`src/rtl/bus_dest_bank_pkg.sv`:
```
// Shared definitions for the bus destination bank and the bus source mux.
// Destination and source codes use the same map, so both ends of the bus agree.
package bus_dest_bank_pkg;

   localparam int unsigned CODE_W  = 5;
   localparam int unsigned NUM_GPR = 16;
   localparam int unsigned NUM_DST = 24;

   localparam logic [CODE_W-1:0] DST_R0            = 5'd0;
   localparam logic [CODE_W-1:0] DST_R1            = 5'd1;
   localparam logic [CODE_W-1:0] DST_R2            = 5'd2;
   localparam logic [CODE_W-1:0] DST_R3            = 5'd3;
   localparam logic [CODE_W-1:0] DST_R4            = 5'd4;
   localparam logic [CODE_W-1:0] DST_R5            = 5'd5;
   localparam logic [CODE_W-1:0] DST_R6            = 5'd6;
   localparam logic [CODE_W-1:0] DST_R7            = 5'd7;
   localparam logic [CODE_W-1:0] DST_R8            = 5'd8;
   localparam logic [CODE_W-1:0] DST_R9            = 5'd9;
   localparam logic [CODE_W-1:0] DST_R10           = 5'd10;
   localparam logic [CODE_W-1:0] DST_R11           = 5'd11;
   localparam logic [CODE_W-1:0] DST_R12           = 5'd12;
   localparam logic [CODE_W-1:0] DST_R13           = 5'd13;
   localparam logic [CODE_W-1:0] DST_R14           = 5'd14;
   localparam logic [CODE_W-1:0] DST_R15           = 5'd15;
   localparam logic [CODE_W-1:0] DST_HI            = 5'd16;
   localparam logic [CODE_W-1:0] DST_LO            = 5'd17;
   localparam logic [CODE_W-1:0] DST_Y             = 5'd18;
   localparam logic [CODE_W-1:0] DST_MAR           = 5'd19;
   localparam logic [CODE_W-1:0] DST_PC            = 5'd20;
   localparam logic [CODE_W-1:0] DST_MDR           = 5'd21;
   localparam logic [CODE_W-1:0] DST_OUTPORT       = 5'd22;
   localparam logic [CODE_W-1:0] DST_IR            = 5'd23;
   localparam logic [CODE_W-1:0] DST_FIRST_INVALID = 5'd24;

   // Source-side codes for the bus mux, tied to the destination map.
   localparam logic [CODE_W-1:0] SRC_R0      = DST_R0;
   localparam logic [CODE_W-1:0] SRC_R15     = DST_R15;
   localparam logic [CODE_W-1:0] SRC_HI      = DST_HI;
   localparam logic [CODE_W-1:0] SRC_LO      = DST_LO;
   localparam logic [CODE_W-1:0] SRC_Y       = DST_Y;
   localparam logic [CODE_W-1:0] SRC_MAR     = DST_MAR;
   localparam logic [CODE_W-1:0] SRC_PC      = DST_PC;
   localparam logic [CODE_W-1:0] SRC_MDR     = DST_MDR;
   localparam logic [CODE_W-1:0] SRC_OUTPORT = DST_OUTPORT;
   localparam logic [CODE_W-1:0] SRC_IR      = DST_IR;

   typedef enum logic {
      IDLE    = 1'b0,
      PAIR_LO = 1'b1
   } state_e;

   // True for codes that name a real register.
   function automatic logic is_valid_dst(input logic [CODE_W-1:0] code);
      return code < DST_FIRST_INVALID;
   endfunction

endpackage

```
`src/rtl/bus_dest_bank_dest_decoder.sv`:
```
// Destination code to one-hot register write enables, gated by beat acceptance.
module dest_decoder_5to32
   import bus_dest_bank_pkg::*;
(
   input  logic [CODE_W-1:0]  code_i,
   input  logic               accept_i,
   output logic [NUM_DST-1:0] we_o,
   output logic               invalid_o
);

   // One enable per register; codes past the map only raise invalid.
   always_comb begin
      we_o      = '0;
      invalid_o = 1'b0;
      for (int i = 0; i < int'(NUM_DST); i++) begin
         we_o[i] = accept_i && (code_i == CODE_W'(i));
      end
      invalid_o = accept_i && !is_valid_dst(code_i);
   end

endmodule

```
`src/rtl/bus_dest_bank.sv`:
```
// Write side of the datapath bus: captures bus_in into the register chosen by
// dcode, with HI/LO pair writes, PC auto-increment and sticky invalid-code error.
// Build option: BUS_DEST_R0_ZERO_EN makes R0 a constant zero (writes discarded).
module bus_dest_bank
   import bus_dest_bank_pkg::*;
#(
   parameter int unsigned DATA_W  = 32,
   parameter int unsigned PC_STEP = 4,
   parameter int unsigned CNT_W   = 16
) (
   input  logic                  clk,
   input  logic                  rst_n,
   input  logic [DATA_W-1:0]     bus_in,
   input  logic [CODE_W-1:0]     dcode,
   input  logic                  wr_valid,
   input  logic                  wr_pair,
   output logic                  wr_ready,
   input  logic                  pc_inc,
   input  logic                  err_clr,
   output logic [16*DATA_W-1:0]  gpr_q,
   output logic [DATA_W-1:0]     hi_q,
   output logic [DATA_W-1:0]     lo_q,
   output logic [DATA_W-1:0]     y_q,
   output logic [DATA_W-1:0]     mar_q,
   output logic [DATA_W-1:0]     pc_q,
   output logic [DATA_W-1:0]     mdr_q,
   output logic [DATA_W-1:0]     outport_q,
   output logic [DATA_W-1:0]     ir_q,
   output logic                  pair_busy,
   output logic                  err,
   output logic [CODE_W-1:0]     err_code,
   output logic [CNT_W-1:0]      wr_count
);

   state_e               state_q, state_d;
   logic                 ready_q, ready_d;
   logic                 err_q, err_d;
   logic [CODE_W-1:0]    err_code_q, err_code_d;
   logic [CNT_W-1:0]     cnt_q, cnt_d;
   logic [DATA_W-1:0]    rf_q [NUM_DST];

   logic                 accept;
   logic [CODE_W-1:0]    code_eff;
   logic [NUM_DST-1:0]   we;
   logic                 invalid;

   assign accept   = wr_valid & ready_q;
   // The second beat of a pair always lands in LO, whatever code rides with it.
   assign code_eff = (state_q == PAIR_LO) ? DST_LO : dcode;

   dest_decoder_5to32 u_dec (
      .code_i    (code_eff),
      .accept_i  (accept),
      .we_o      (we),
      .invalid_o (invalid)
   );

   // Next-state logic for the pair FSM, error tracking and beat counter.
   always_comb begin
      state_d    = state_q;
      err_d      = err_q;
      err_code_d = err_code_q;
      cnt_d      = cnt_q;
      case (state_q)
         IDLE:    if (accept && dcode == DST_HI && wr_pair) state_d = PAIR_LO;
         PAIR_LO: if (accept) state_d = IDLE;
      endcase
      if (err_clr) err_d = 1'b0;
      if (invalid && !err_q) begin
         err_d      = 1'b1;
         err_code_d = dcode;
      end
      if (accept && cnt_q != '1) cnt_d = cnt_q + CNT_W'(1);
      // Ready is a flop so it stays low through reset and never sees bus inputs.
      ready_d = ~err_d;
   end

   // Control state registers.
   always_ff @(posedge clk or negedge rst_n) begin
      if (!rst_n) begin
         state_q    <= IDLE;
         ready_q    <= 1'b0;
         err_q      <= 1'b0;
         err_code_q <= '0;
         cnt_q      <= '0;
      end else begin
         state_q    <= state_d;
         ready_q    <= ready_d;
         err_q      <= err_d;
         err_code_q <= err_code_d;
         cnt_q      <= cnt_d;
      end
   end

   // Register file; a bus write to PC takes priority over auto-increment.
   always_ff @(posedge clk or negedge rst_n) begin
      if (!rst_n) begin
         for (int i = 0; i < int'(NUM_DST); i++) rf_q[i] <= '0;
      end else begin
         for (int i = 0; i < int'(NUM_DST); i++) begin
            if (we[i]) rf_q[i] <= bus_in;
         end
         if (!we[DST_PC] && pc_inc) rf_q[DST_PC] <= rf_q[DST_PC] + DATA_W'(PC_STEP);
`ifdef BUS_DEST_R0_ZERO_EN
         rf_q[DST_R0] <= '0;
`endif
      end
   end

   for (genvar g = 0; g < int'(NUM_GPR); g++) begin : g_gpr
      assign gpr_q[g*DATA_W +: DATA_W] = rf_q[g];
   end

   assign hi_q      = rf_q[DST_HI];
   assign lo_q      = rf_q[DST_LO];
   assign y_q       = rf_q[DST_Y];
   assign mar_q     = rf_q[DST_MAR];
   assign pc_q      = rf_q[DST_PC];
   assign mdr_q     = rf_q[DST_MDR];
   assign outport_q = rf_q[DST_OUTPORT];
   assign ir_q      = rf_q[DST_IR];
   assign pair_busy = (state_q == PAIR_LO);
   assign err       = err_q;
   assign err_code  = err_code_q;
   assign wr_count  = cnt_q;
   assign wr_ready  = ready_q;

endmodule

```
`config.mk`:
```
export PLATFORM = sky130hd
export DESIGN_NAME = bus_dest_bank
export DESIGN_NICKNAME = d
export VERILOG_FILES = /design/src/rtl/bus_dest_bank_pkg.sv /design/src/rtl/bus_dest_bank_dest_decoder.sv /design/src/rtl/bus_dest_bank.sv
export SDC_FILE = /design/constraint.sdc
export NUM_CORES = 1
export LEC_CHECK = 0
export CAP_MARGIN = 20
export CORE_AREA = 2 2 327 329
export DETAILED_ROUTE_END_ITERATION = 7
export DIE_AREA = 0 0 329 331
export GPL_ROUTABILITY_DRIVEN = 0
export PLACE_DENSITY_LB_ADDON = 0.05
export RECOVER_POWER = 50
export SYNTH_ARGS = -nofsm -noshare
export SYNTH_HDL_FRONTEND = slang
export SYNTH_SLANG_ARGS = --single-unit
```
`constraint.sdc`:
```
create_clock -name clk -period 3.9 [get_ports clk]
set_input_delay 0.78 -clock clk [delete_from_list [all_inputs] [get_ports clk]]
set_output_delay 0.78 -clock clk [all_outputs]
set_load 0.05 [all_outputs]
```
==> results.md <==
* Area Growth Syn to Fin at 42.90%
* Detailed Place HPWL at 84.93 mm
* Post-synth EDFFs at 0
* Ys flop type: dfrtp_1
* Slew @ Worst Pin at around 2000 ps
* Final setup vio count at 0
* Final TNS setup at 0 ps
* Detailed Routing Iterations Pass 1 at 4
* Yosys reg bits at 792
* Crit path max fanout at 19
* CTS Buf Count at 94
* Routed Antenna Nets at 0
* Yosys top cell area share at 65.25%
* Port bufs at 834
* Routed WL at 121.7 mm
* Tot GR Track Use at around 22%
* Layout Nets at roughly 2,800
* Area of the multi-input gates at 9891 um2
* Initial antenna violation count at 15
* Vias per inst at 4.698
* Clock transition at the registers of the reported paths at 60 ps
* Crit-path leading delay family: buffers and inverters
* Synth area leader: dfrtp_1
* Unrepaired setup endpoints after global routing: false
* Iter 0 DRT Violations at 659
* Fraction of layout cells with a size suffix above 1 at roughly 30%
* Clk_lat worst skew at 670 ps
* Largest net degree at the start of global routing at 85
* Sequential share of the synthesized area at 65.25%
* Synth warn at 0
* Commonest cells post-synth: 792 x dfrtp_1, 630 x mux2_2, 116 x mux2_1
* Postcts setup bufs at 0
* Top area cells in the synthesized netlist: dfrtp_1 65%, mux2_2 23%, mux2_1 4.3%
* Final Max Slew Viols at 102
* Initial Util at 28.93%
* Slowest-stage cell, CP: clkdlybuf4s50_1
* DRC at 0
* Tcrit/Tclk final at 86.78%
* CP Class: reg -> out
* Hold WC Path Type: reg -> reg
* Fmax at roughly 0.30 GHz
* Final Hold Fails at 0
* CTS tree: built
* # IOs at 835
* Post-synth ARST share at 100.0%
* Clock root cell: clkbuf_16
* Resized cells post-CTS at 0
* WL/cell at 28.69 um
* Synth unique cells at 44
* Status: finished with violations
* Row count at 119
* Die W at 329 um
* Number of global-route vias before repair at roughly 21,000
* Detailed-route via count at 19,919
* Lkg Pwr at 19.34 nW
* Critical-path cell list: clkdlybuf4s50_1
* Max_cap viols at 3
* Total power at 32.34 mW
* CP Launch Type: register
* H-tree levels at 3
* Worst relative slew slack at -34.42%
* Req. time, crit path at 3120 ps
* Clock Sinks at 792
* Net count after synthesis at 1,975
* Cell with the most instances after synthesis: dfrtp_1
* Mapped cell area at 30,370 um2
* Syn avg cell area at 15.74 um2
* Worst-case vdd ir drop at around 0.00040 V
* Worst setup EP type: primary output
* First-pass GRT wire length at 169.1 mm
* Die height at 331 um
* Worst path max stage delay at 1120 ps
* DIE AREA at 108,900 um2
* Period minus WS final at about 3400 ps
* Sequential cell area at around 20,000 um2
* Clk buf depth at 3
* Core area at between 100,000 and 150,000 um2
* Congestion Overflow GR at 0
* CP arrival at 2600 ps
* Power Dens Cells at between 700 and 800 nW/um2
* Failing checks: capacitance limit, slew limit
* Buf/Inv on CP at 1
* FILL cells at 9,750
* Hold buffers post-CTS at 0
* Worst-case clock skew at ~24 ps
* Cells after Synth at 1,930
==> stage by stage <==
| step | cell area (um2) | instances | hold WS, ps | util (%) | worst slack (ps) |
|---|---|---|---|---|---|
| 2_1_floorplan | 30370 | 1930 | 484.4 | - | 1667 |
| 3_3_place_gp | 40520 | 4071 | 453.8 | 38.60 | 579.0 |
| 3_5_place_dp | 40520 | 4071 | 460.2 | 38.60 | 554.0 |
| 4_1_cts | 43630 | 4235 | 53.46 | 41.57 | 366.9 |
| 5_1_grt | 43390 | 4235 | 497.3 | 41.34 | 253.5 |
| 6_report | 43400 | 4240 | 474.5 | 41.35 | 515.6 |
==> cell usage in the layout, fill, tap and decap left out, types with 7 or more instances in the layout <==
master           Yosys  routed
buf_2               67      20
dfrtp_1            792     792
mux2_2             630     630
xnor2_1             33      33
clkbuf_8             0      28
clkbuf_16            0      96
clkbuf_1            70      34
buf_4                6      23
xor2_1               9       9
nor3_1               9      11
mux2_1             116     116
nand4_1             13      13
buf_12               0      12
a21oi_1             26      26
clkdlybuf4s50_1      0     811
nand2_1             29      25
nor4_1               7       7
nand3_1             11      11
clkbuf_2             0      16
nor2_1              42      41
inv_1                9       9
==> power by group <==
part	internal, mW	switching [mW]
combinational	4.03	8.50
clock	5.36	3.51
sequential	9.91	1.02
total	19.3	13.0
==> routing by layer <==
layer  wire, um  GRT usage (%)  part of all wire, %
met2      61440          38.03                   51
met5         12              0               0.0099
met4       4435          7.554                  3.6
met1      45380          25.18                   37
met3      10380          7.860                  8.5
==> flip-flops by register name (all words and copies together), names as in the netlist <==
register and count:
hi_q 32, err 1, mar_q 32, lo_q 32
wr_ready 1, pc_q 32, wr_count 16, err_code 5
gpr_q 512, mdr_q 32, pair_busy 1, outport_q 32
ir_q 32, y_q 32
==> path summary, 6_finish.rpt <==
check / from / end / slack (ps) / cells after the start
hold / removal: err_code[3] / err_code[3] / 470 / 1
setup reg to reg: pair_busy / gpr_q[89] / 680 / 5
setup / recovery: pair_busy / pair_busy / 520 / 1
min in group asynchronous: rst_n / gpr_q[295] / 630 / 1
max in group asynchronous: rst_n / outport_q[6] / 750 / 3
hold reg to reg: err_code[3] / err_code[3] / 470 / 1
==> cells by family (layout without fill, tap and decap cells) <==
logic type      Yosys count  count (layout)  synth area share [%]
simple gates            153             153                 2.785
other cells               0               5                     0
fa+ha+maj                 2               2               0.08238
mux                     747             747                 27.69
flops                   792             792                 65.25
compound gates           38              38                0.6756
buf+inv                 156            1070                 2.303
xor+xnor                 42              42                 1.211
==> layout make-up <==
cell class	count	share of cell area (%)
antenna	5	0.02883
clock buffer	148	6.630
clock inverter	16	0.5506
inverter	9	0.07783
multi-input combinational	982	22.79
sequential	792	45.66
tap	1391	4.010
timing repair buffer	897	20.25
Note: power is estimated with default switching activity, not from simulation.
